## config.mk

```make
export PLATFORM = sky130hd
export DESIGN_NAME = forward_ctrl_unit
export DESIGN_NICKNAME = d
export VERILOG_FILES = /design/src/rtl/fwd_pkg.sv /design/src/rtl/fwd_select.sv /design/src/rtl/forward_ctrl_unit.sv
export SDC_FILE = /design/constraint.sdc
export NUM_CORES = 1
export LEC_CHECK = 0
export ABC_AREA = 1
export CAP_MARGIN = 30
export CORE_UTILIZATION = 56
export CTS_CLUSTER_SIZE = 28
export DETAILED_ROUTE_END_ITERATION = 12
export DONT_BUFFER_PORTS = 1
export GPL_ROUTABILITY_DRIVEN = 0
export GPL_TIMING_DRIVEN = 0
export PLACE_DENSITY = 0.73
export SLEW_MARGIN = 15
export SYNTH_ARGS = -nofsm -noshare
export SYNTH_HDL_FRONTEND = slang
export SYNTH_SLANG_ARGS = --single-unit
```

## constraint.sdc

```tcl
create_clock -name clk -period 1.5 [get_ports clk]
set_input_delay 0.375 -clock clk [delete_from_list [all_inputs] [get_ports clk]]
set_output_delay 0.375 -clock clk [all_outputs]
set_load 0.005 [all_outputs]
```

## src/rtl/fwd_pkg.sv

```systemverilog
// fwd_pkg: operand-select encodings and shadow pipeline stage types
package fwd_pkg;
  localparam logic [1:0] FWD_IDEX  = 2'b00;
  localparam logic [1:0] FWD_EXMEM = 2'b10;
  localparam logic [1:0] FWD_MEMWB = 2'b01;
  localparam logic [4:0] REG_ZERO  = 5'd0;
  typedef struct packed {
    logic       valid;
    logic [4:0] rs;
    logic [4:0] rt;
    logic [4:0] rd;
    logic       regwrite;
    logic       memread;
  } ex_stage_t;
  typedef struct packed {
    logic       valid;
    logic [4:0] rd;
    logic       regwrite;
    logic       memread;
  } mem_stage_t;
  typedef struct packed {
    logic       valid;
    logic [4:0] rd;
    logic       regwrite;
  } wb_stage_t;
endpackage

```

## src/rtl/fwd_select.sv

```systemverilog
// fwd_select: picks the bypass source for one EX operand, EX/MEM over MEM/WB
module fwd_select
  import fwd_pkg::*;
(
  input  logic       ex_valid,
  input  logic [4:0] src,
  input  logic       mem_valid,
  input  logic       mem_regwrite,
  input  logic [4:0] mem_rd,
  input  logic       wb_valid,
  input  logic       wb_regwrite,
  input  logic [4:0] wb_rd,
  output logic [1:0] sel
);
  logic mem_hit, wb_hit;
  always_comb begin
    mem_hit = mem_valid && mem_regwrite && mem_rd != REG_ZERO && mem_rd == src;
    wb_hit  = wb_valid && wb_regwrite && wb_rd != REG_ZERO && wb_rd == src;
    sel     = !ex_valid ? FWD_IDEX : mem_hit ? FWD_EXMEM : wb_hit ? FWD_MEMWB : FWD_IDEX;
  end
endmodule

```

## src/rtl/forward_ctrl_unit.sv

```systemverilog
// forward_ctrl_unit: shadow-pipeline forwarding selects and load-use stall control
module forward_ctrl_unit
  import fwd_pkg::*;
(
  input  logic        clk,
  input  logic        reset,
  input  logic        id_valid,
  input  logic [4:0]  id_rs,
  input  logic [4:0]  id_rt,
  input  logic        id_rt_used,
  input  logic [4:0]  id_rd,
  input  logic        id_regwrite,
  input  logic        id_memread,
  input  logic        flush,
  output logic [1:0]  fwd_a,
  output logic [1:0]  fwd_b,
  output logic        stall,
  output logic [15:0] stall_count
);
  ex_stage_t  ex;
  mem_stage_t mem;
  wb_stage_t  wb;
  logic [15:0] cnt;
  logic load_hit;
  always_comb begin
    load_hit = ex.valid && ex.memread && ex.rd != REG_ZERO &&
               (ex.rd == id_rs || (id_rt_used && ex.rd == id_rt));
    stall    = id_valid && !flush && load_hit;
  end
  // flush and stall both turn the EX slot into a bubble
  always_ff @(posedge clk) begin
    if (reset) begin
      ex  <= '0;
      mem <= '0;
      wb  <= '0;
      cnt <= '0;
    end else begin
      ex  <= (id_valid && !stall && !flush) ?
             ex_stage_t'{valid: 1'b1, rs: id_rs, rt: id_rt, rd: id_rd,
                         regwrite: id_regwrite, memread: id_memread} : '0;
      mem <= mem_stage_t'{valid: ex.valid, rd: ex.rd, regwrite: ex.regwrite, memread: ex.memread};
      wb  <= wb_stage_t'{valid: mem.valid, rd: mem.rd, regwrite: mem.regwrite};
      cnt <= (stall && cnt != 16'hFFFF) ? cnt + 16'd1 : cnt;
    end
  end
  assign stall_count = cnt;
  fwd_select u_sel_a (
    .ex_valid(ex.valid), .src(ex.rs),
    .mem_valid(mem.valid), .mem_regwrite(mem.regwrite), .mem_rd(mem.rd),
    .wb_valid(wb.valid), .wb_regwrite(wb.regwrite), .wb_rd(wb.rd),
    .sel(fwd_a)
  );
  fwd_select u_sel_b (
    .ex_valid(ex.valid), .src(ex.rt),
    .mem_valid(mem.valid), .mem_regwrite(mem.regwrite), .mem_rd(mem.rd),
    .wb_valid(wb.valid), .wb_regwrite(wb.regwrite), .wb_rd(wb.rd),
    .sel(fwd_b)
  );
endmodule

```

==> impl_metrics.ini, run 1 <==
[status]
status = finished with violations
violations = negative setup slack

[flow_run]
drv_cap = 0

[sta]
maxSlewHeadroom_pct = 64.17
layout_setup_ws_ps = -309.6
skew_ps = 8.232
timing.hold.ws_ps = 123.0
rsz0062_at_grt = true
slew_violations = 0
max_freq_mhz = 552.6
hold_viol = 0
layout_min_cycle_time_ps = 1810
period_share_pct = 120.6
fin_tns_setup_ps = -3006
setup_viol = 20
max_slew.worst_pin.slew_ps = 537.4

[synth]
yosysSeqAreaShare_pct = 42.06
syn_nets = 367
ys.flop_type = dfxtp_1
synthArstFlopShare_pct = 0
ys_warn_count = 0
yosysTopAreaCell = dfxtp_1
yosysMostFrequentCell = nor2_1
avgSynthCellArea_um2 = 6.642
synthTopCellsByArea = dfxtp_1, nor2_1, nand2_1
synthTopCellsByCount = nor2_1, nand2_1, inv_1, dfxtp_1, nand3_1
netlist_area_mm2 = 0.002285
yosys.area.top_type_share_pct = 42.06
postSynthCellCount = 344
synth_edf_count = 0
yosys.cell_types.count = 31
ys_ff_latch = 48

[die]
ioPinCount = 43
core_area_mm2 = 0.003799
fp.dieArea_mm2 = 0.004340
rows = 22
start_util_pct = 60.14
die_y_um = 65.88
die_w_um = 65.88

[cells_and_area]
utilization_pct = 76.02
syn_to_final_growth_pct = 26.40
diodes = 0
fin_nets = 383
fin_cells = 409
drive_gt1_share_pct = 31.02
design_area_mm2 = 0.002888

[clock_tree]
clkSinkCount = 48
postCtsHoldBufs = 0
clockRootBuffer = clkbuf_8
cts-htree-levels = 2
clkLatencyLatePin_ps = 310
clock_path_buffers = 2
cts.clk_slew.worst_paths_ps = 90
cts_buffers = 5
cts_tree = yes

[power]
powerDensity_mw_per_mm2 = 833.1
power_frac_clock_pct = 39.2
p_switching_uw = 565.0
internal_power_uw = 1841
seqPwrFrac_pct = 54.2
power_frac_comb_pct = 6.6
p_sw_share_pct = 23.48
ir_worst_vdd_v = 0.001213
p_leak_uw = 0.001238

[detailed_routing]
viasPerCell = 5.176
wirelength_um = 5311
num_vias = 2117
drtIter0Drc = 137
ant_nets = 0
avgRoutedWirePerCell_um = 12.99
dr.pass1.iters = 4
post-route-drc-count = 0

[placement]
place.port_buffers = 0
placed_cell_area_mm2 = 0.002345
dp_cells = 392
hpwlAfterDp_um = 3333

[global_route]
grt_pass1_wl_um = 8314
antenna_found_initial = 0
grt_max_degree = 16
grt_pass1_vias = 1946
grtUsageTotal_pct = 25.78
grt_overflow = 0

[critical_path]
crit_required_ps = 1120
cp_max_fo = 2
reg2reg_setup_slack_ps = -200
worstSetupEndpointType = output port
rr_endpoint = stall_count[9]
path_class = reg -> out
worst-r2r-cell-count = 9
worst_setup_path_start_kind = flop
worst_r2r_startpoint = stall_count[13]
cp_data_arrival_time_ps = 1430

[worst_hold_path]
worstHoldPathCells = 1
min_to = wb[5]
hold_path_class = in -> reg
hold_start = reset
## critical path: stages (launching register included)
cell and delay [ps]:
dfxtp_1 400, xnor2_2 130, nand3_1 130, nor4_2 180, nand3_1 130, a21oi_2 140
## power groups by stage
stage               sequential [uW]  clock (uW)  combinational [uW]
floorplan                      1330           0                 100
finish                         1300         944                 159
detailed placement             1340           0                 122
global placement               1340           0                 121
global route                   1310        1020                 180
CTS                            1310         956                 134
## cells in the final DEF, fill, tap and decap left out, drive strengths merged
cell / count
o21bai: 1
or2: 1
clkinvlp: 1
o311ai: 1
clkinv: 2
o2111ai: 1
nand2: 85
dfxtp: 48
nand3: 14
o22ai: 1
bufinv: 1
xor2: 6
ha: 1
nor4: 2
xnor2: 5
a211oi: 1
a221oi: 1
nor3: 2
inv: 54
clkbuf: 7
buf: 12
nand4: 11
nor2: 92
a21oi: 5
o21ai: 6
## registers in the layout (all words and copies together), names as in the netlist
register,cells
mem,7
wb,7
ex,18
stall_count,16
## how the worst max path moves through the flow
stage          slack, ps         endpoint      startpoint
2_1_floorplan         60  stall_count[13]  stall_count[0]
3_3_place_gp        -150   stall_count[9]  stall_count[0]
3_5_place_dp        -160  stall_count[13]  stall_count[0]
4_1_cts             -270            stall           ex[2]
5_1_grt             -370         fwd_a[0]          ex[16]
6_report            -310         fwd_a[0]          ex[16]
## through the flow
stage                     setup slack (ps)  power, uW
after global routing                -372.8       2503
after floorplan                      56.65       1434
after detailed placement            -159.2       1460
after CTS                           -265.1       2396
final                               -309.6       2406
after global placement              -149.1       1458
## what timing repair did
action	in CTS	in global routing
pin swaps	3	13
gates resized for setup	51	68
buffers inserted	5	4
endpoints found under the setup margin	31	31
cloned	1	1
## cells by family (layout without fill, tap and decap cells)
logic type | Yosys count | count (layout) | share of synthesized area [%]
AOI/OAI and AO/OA | 17 | 17 | 4.819
xor gates and xnor gates | 11 | 11 | 4.217
adders and majority gates | 1 | 1 | 0.5476
buffers and inverters | 60 | 77 | 10.40
DFF | 48 | 48 | 42.06
and+or+nand+nor | 207 | 207 | 37.95
## per-layer routing
metal | wire [um] | share of wire (%) | track usage [%] | up-vias
met4 | 94 | 1.8 | 10.05 | 0
li1 | - | - | - | 1079
met1 | 2399 | 45 | 31.66 | 960
met3 | 326 | 6.1 | 8.103 | 7
met5 | 0 | 0 | 0 | -
met2 | 2491 | 47 | 41.58 | 71
## area by class of cell
cell class | instances | area (um^2)
Multi-Input combinational cell | 236 | 1350
Sequential cell | 48 | 1013
Fill cell | 284 | 910.9
Inverter | 55 | 209.0
Timing Repair Buffer | 10 | 110.1
Clock buffer | 5 | 68.82
Tap cell | 48 | 60.06
Clock inverter | 3 | 42.54
Buffer | 4 | 33.78
Power figures use the tool's default switching activity.
==> run 2, diff against run 1 <==
==> constraint.sdc (replaced) <==
create_clock -name clk -period 1.5 [get_ports clk]
set_input_delay 0.375 -clock clk [delete_from_list [all_inputs] [get_ports clk]]
set_output_delay 0.375 -clock clk [all_outputs]
set_load 0.01 [all_outputs]
==> run 2 against run 1 <==
  * The run still ends with negative setup slack left
  * Flip-flop and latch count is the same
  * Routed wire length is 5.0% higher
  * Critical path type unchanged
  * Clock skew increased by 1.4 ps
==> impl_metrics.ini, run 2 (synthesis results as in run 1) <==
[critical_path]
cp_max_fo = 3
worst_setup_path_start_kind = flop
path_class = reg -> out
reg2reg_setup_slack_ps = -180
worst_r2r_startpoint = stall_count[2]
worstSetupEndpointType = output port
rr_endpoint = stall_count[13]
worst-r2r-cell-count = 9
cp_data_arrival_time_ps = 1440
crit_required_ps = 1120

[detailed_routing]
avgRoutedWirePerCell_um = 13.40
ant_nets = 0
drtIter0Drc = 122
num_vias = 2143
post-route-drc-count = 0
wirelength_um = 5576
viasPerCell = 5.151
dr.pass1.iters = 4

[die]
rows = 22
start_util_pct = 60.14
die_y_um = 65.88
fp.dieArea_mm2 = 0.004340
die_w_um = 65.88
ioPinCount = 43
core_area_mm2 = 0.003799

[cells_and_area]
design_area_mm2 = 0.003000
regArea_mm2 = 0.001016
top_register = ex
drive_gt1_share_pct = 36.41
layout_commonest_cell = nor2_1
multi_input_area_mm2 = 0.001395
syn_to_final_growth_pct = 31.33
diodes = 0
fill_cells = 264
fin_cells = 416
fin_nets = 390
layout_common_cells = nor2_1, nand2_1, inv_1
largest_reg_flops = 18

[sta]
layout_min_cycle_time_ps = 1820
rsz0062_at_grt = true
timing.hold.ws_ps = 121.3
hold_viol = 0
skew_ps = 9.647
setup_viol = 19
maxSlewHeadroom_pct = 65.78
max_slew.worst_pin.slew_ps = 513.4
max_freq_mhz = 549.5
period_share_pct = 121.3
slew_violations = 0
layout_setup_ws_ps = -320.0

[clock_tree]
cts_buffers = 5
cts-htree-levels = 2
cts.clk_slew.worst_paths_ps = 90
clkSinkCount = 48
clkLatencyLatePin_ps = 310
clock_path_buffers = 2
clockRootBuffer = clkbuf_8
cts_tree = yes

[worst_hold_path]
worstHoldPathCells = 1
min_to = wb[5]
hold_path_class = in -> reg
hold_start = reset

[placement]
place.port_buffers = 0
place_ws_ps = -208.5
hpwlAfterDp_um = 3333
placed_cell_area_mm2 = 0.002345
dp_cells = 392

[power]
p_leak_uw = 0.001272
powerDensity_mw_per_mm2 = 810.0
ir_worst_vdd_v = 0.001194

[flow_run]
drv_cap = 0

[global_route]
grt_overflow = 0
grt_pass1_wl_um = 8300
grt_pass1_vias = 1938
grtUsageTotal_pct = 25.88
grt_max_degree = 16
antenna_found_initial = 0

[status]
violations = negative setup slack
status = finished with violations
run 2: per-stage QoR:
stage | power (uW) | TNS [ps] | utilization (%)
finish | 2430 | -2458 | 78.99
global route | 2520 | -5294 | 78.99
CTS | 2412 | -1359 | 69.99
detailed placement | 1460 | -3250 | 61.73
global placement | 1458 | -2903 | 61.73
floorplan | 1434 | 0 | -
run 2: worst max-delay path, stage by stage (launching register included):
cell     delay, ps
dfxtp_4        380
xor2_1         190
nor4_4         340
nand2_1        100
nor2_2         140
run 2: where the power goes:
part	internal (uW)	total, uW	switching (uW)
registers	1280	1300	20.1
logic	76.0	180	104
clock network	494	946	452
total	1850	2430	576
run 2: layout make-up:
type,instances,area share [%]
Multi-Input combinational cell,236,46.50
Sequential cell,48,33.86
Inverter,55,6.964
Timing Repair Buffer,16,5.463
Clock buffer,5,2.294
Tap cell,48,2.002
Buffer,5,1.501
Clock inverter,3,1.418
run 2: how the worst max path moves through the flow:
stage	cells past startpoint	slack (ps)	endpoint	start
2_1_floorplan	10	7	stall_count[6]	stall_count[1]
3_3_place_gp	10	-200	stall_count[9]	stall_count[1]
3_5_place_dp	10	-210	stall_count[13]	stall_count[1]
4_1_cts	8	-310	stall	ex[4]
5_1_grt	5	-380	fwd_a[0]	wb[5]
6_report	4	-320	fwd_a[1]	mem[5]
run 2: repair_timing:
item / in CTS / in global routing
hold buffers: 0 / 0
resized for setup: 65 / 72
cloned: 1 / 2
endpoints found under the setup margin: 31 / 31
setup buffers: 5 / 8
pin swaps: 10 / 30
run 2: layer usage:
layer,track usage (%),wire [um]
met1,31.55,2540
met2,42.09,2688
met3,8.276,273
met4,9.783,74
met5,0,0
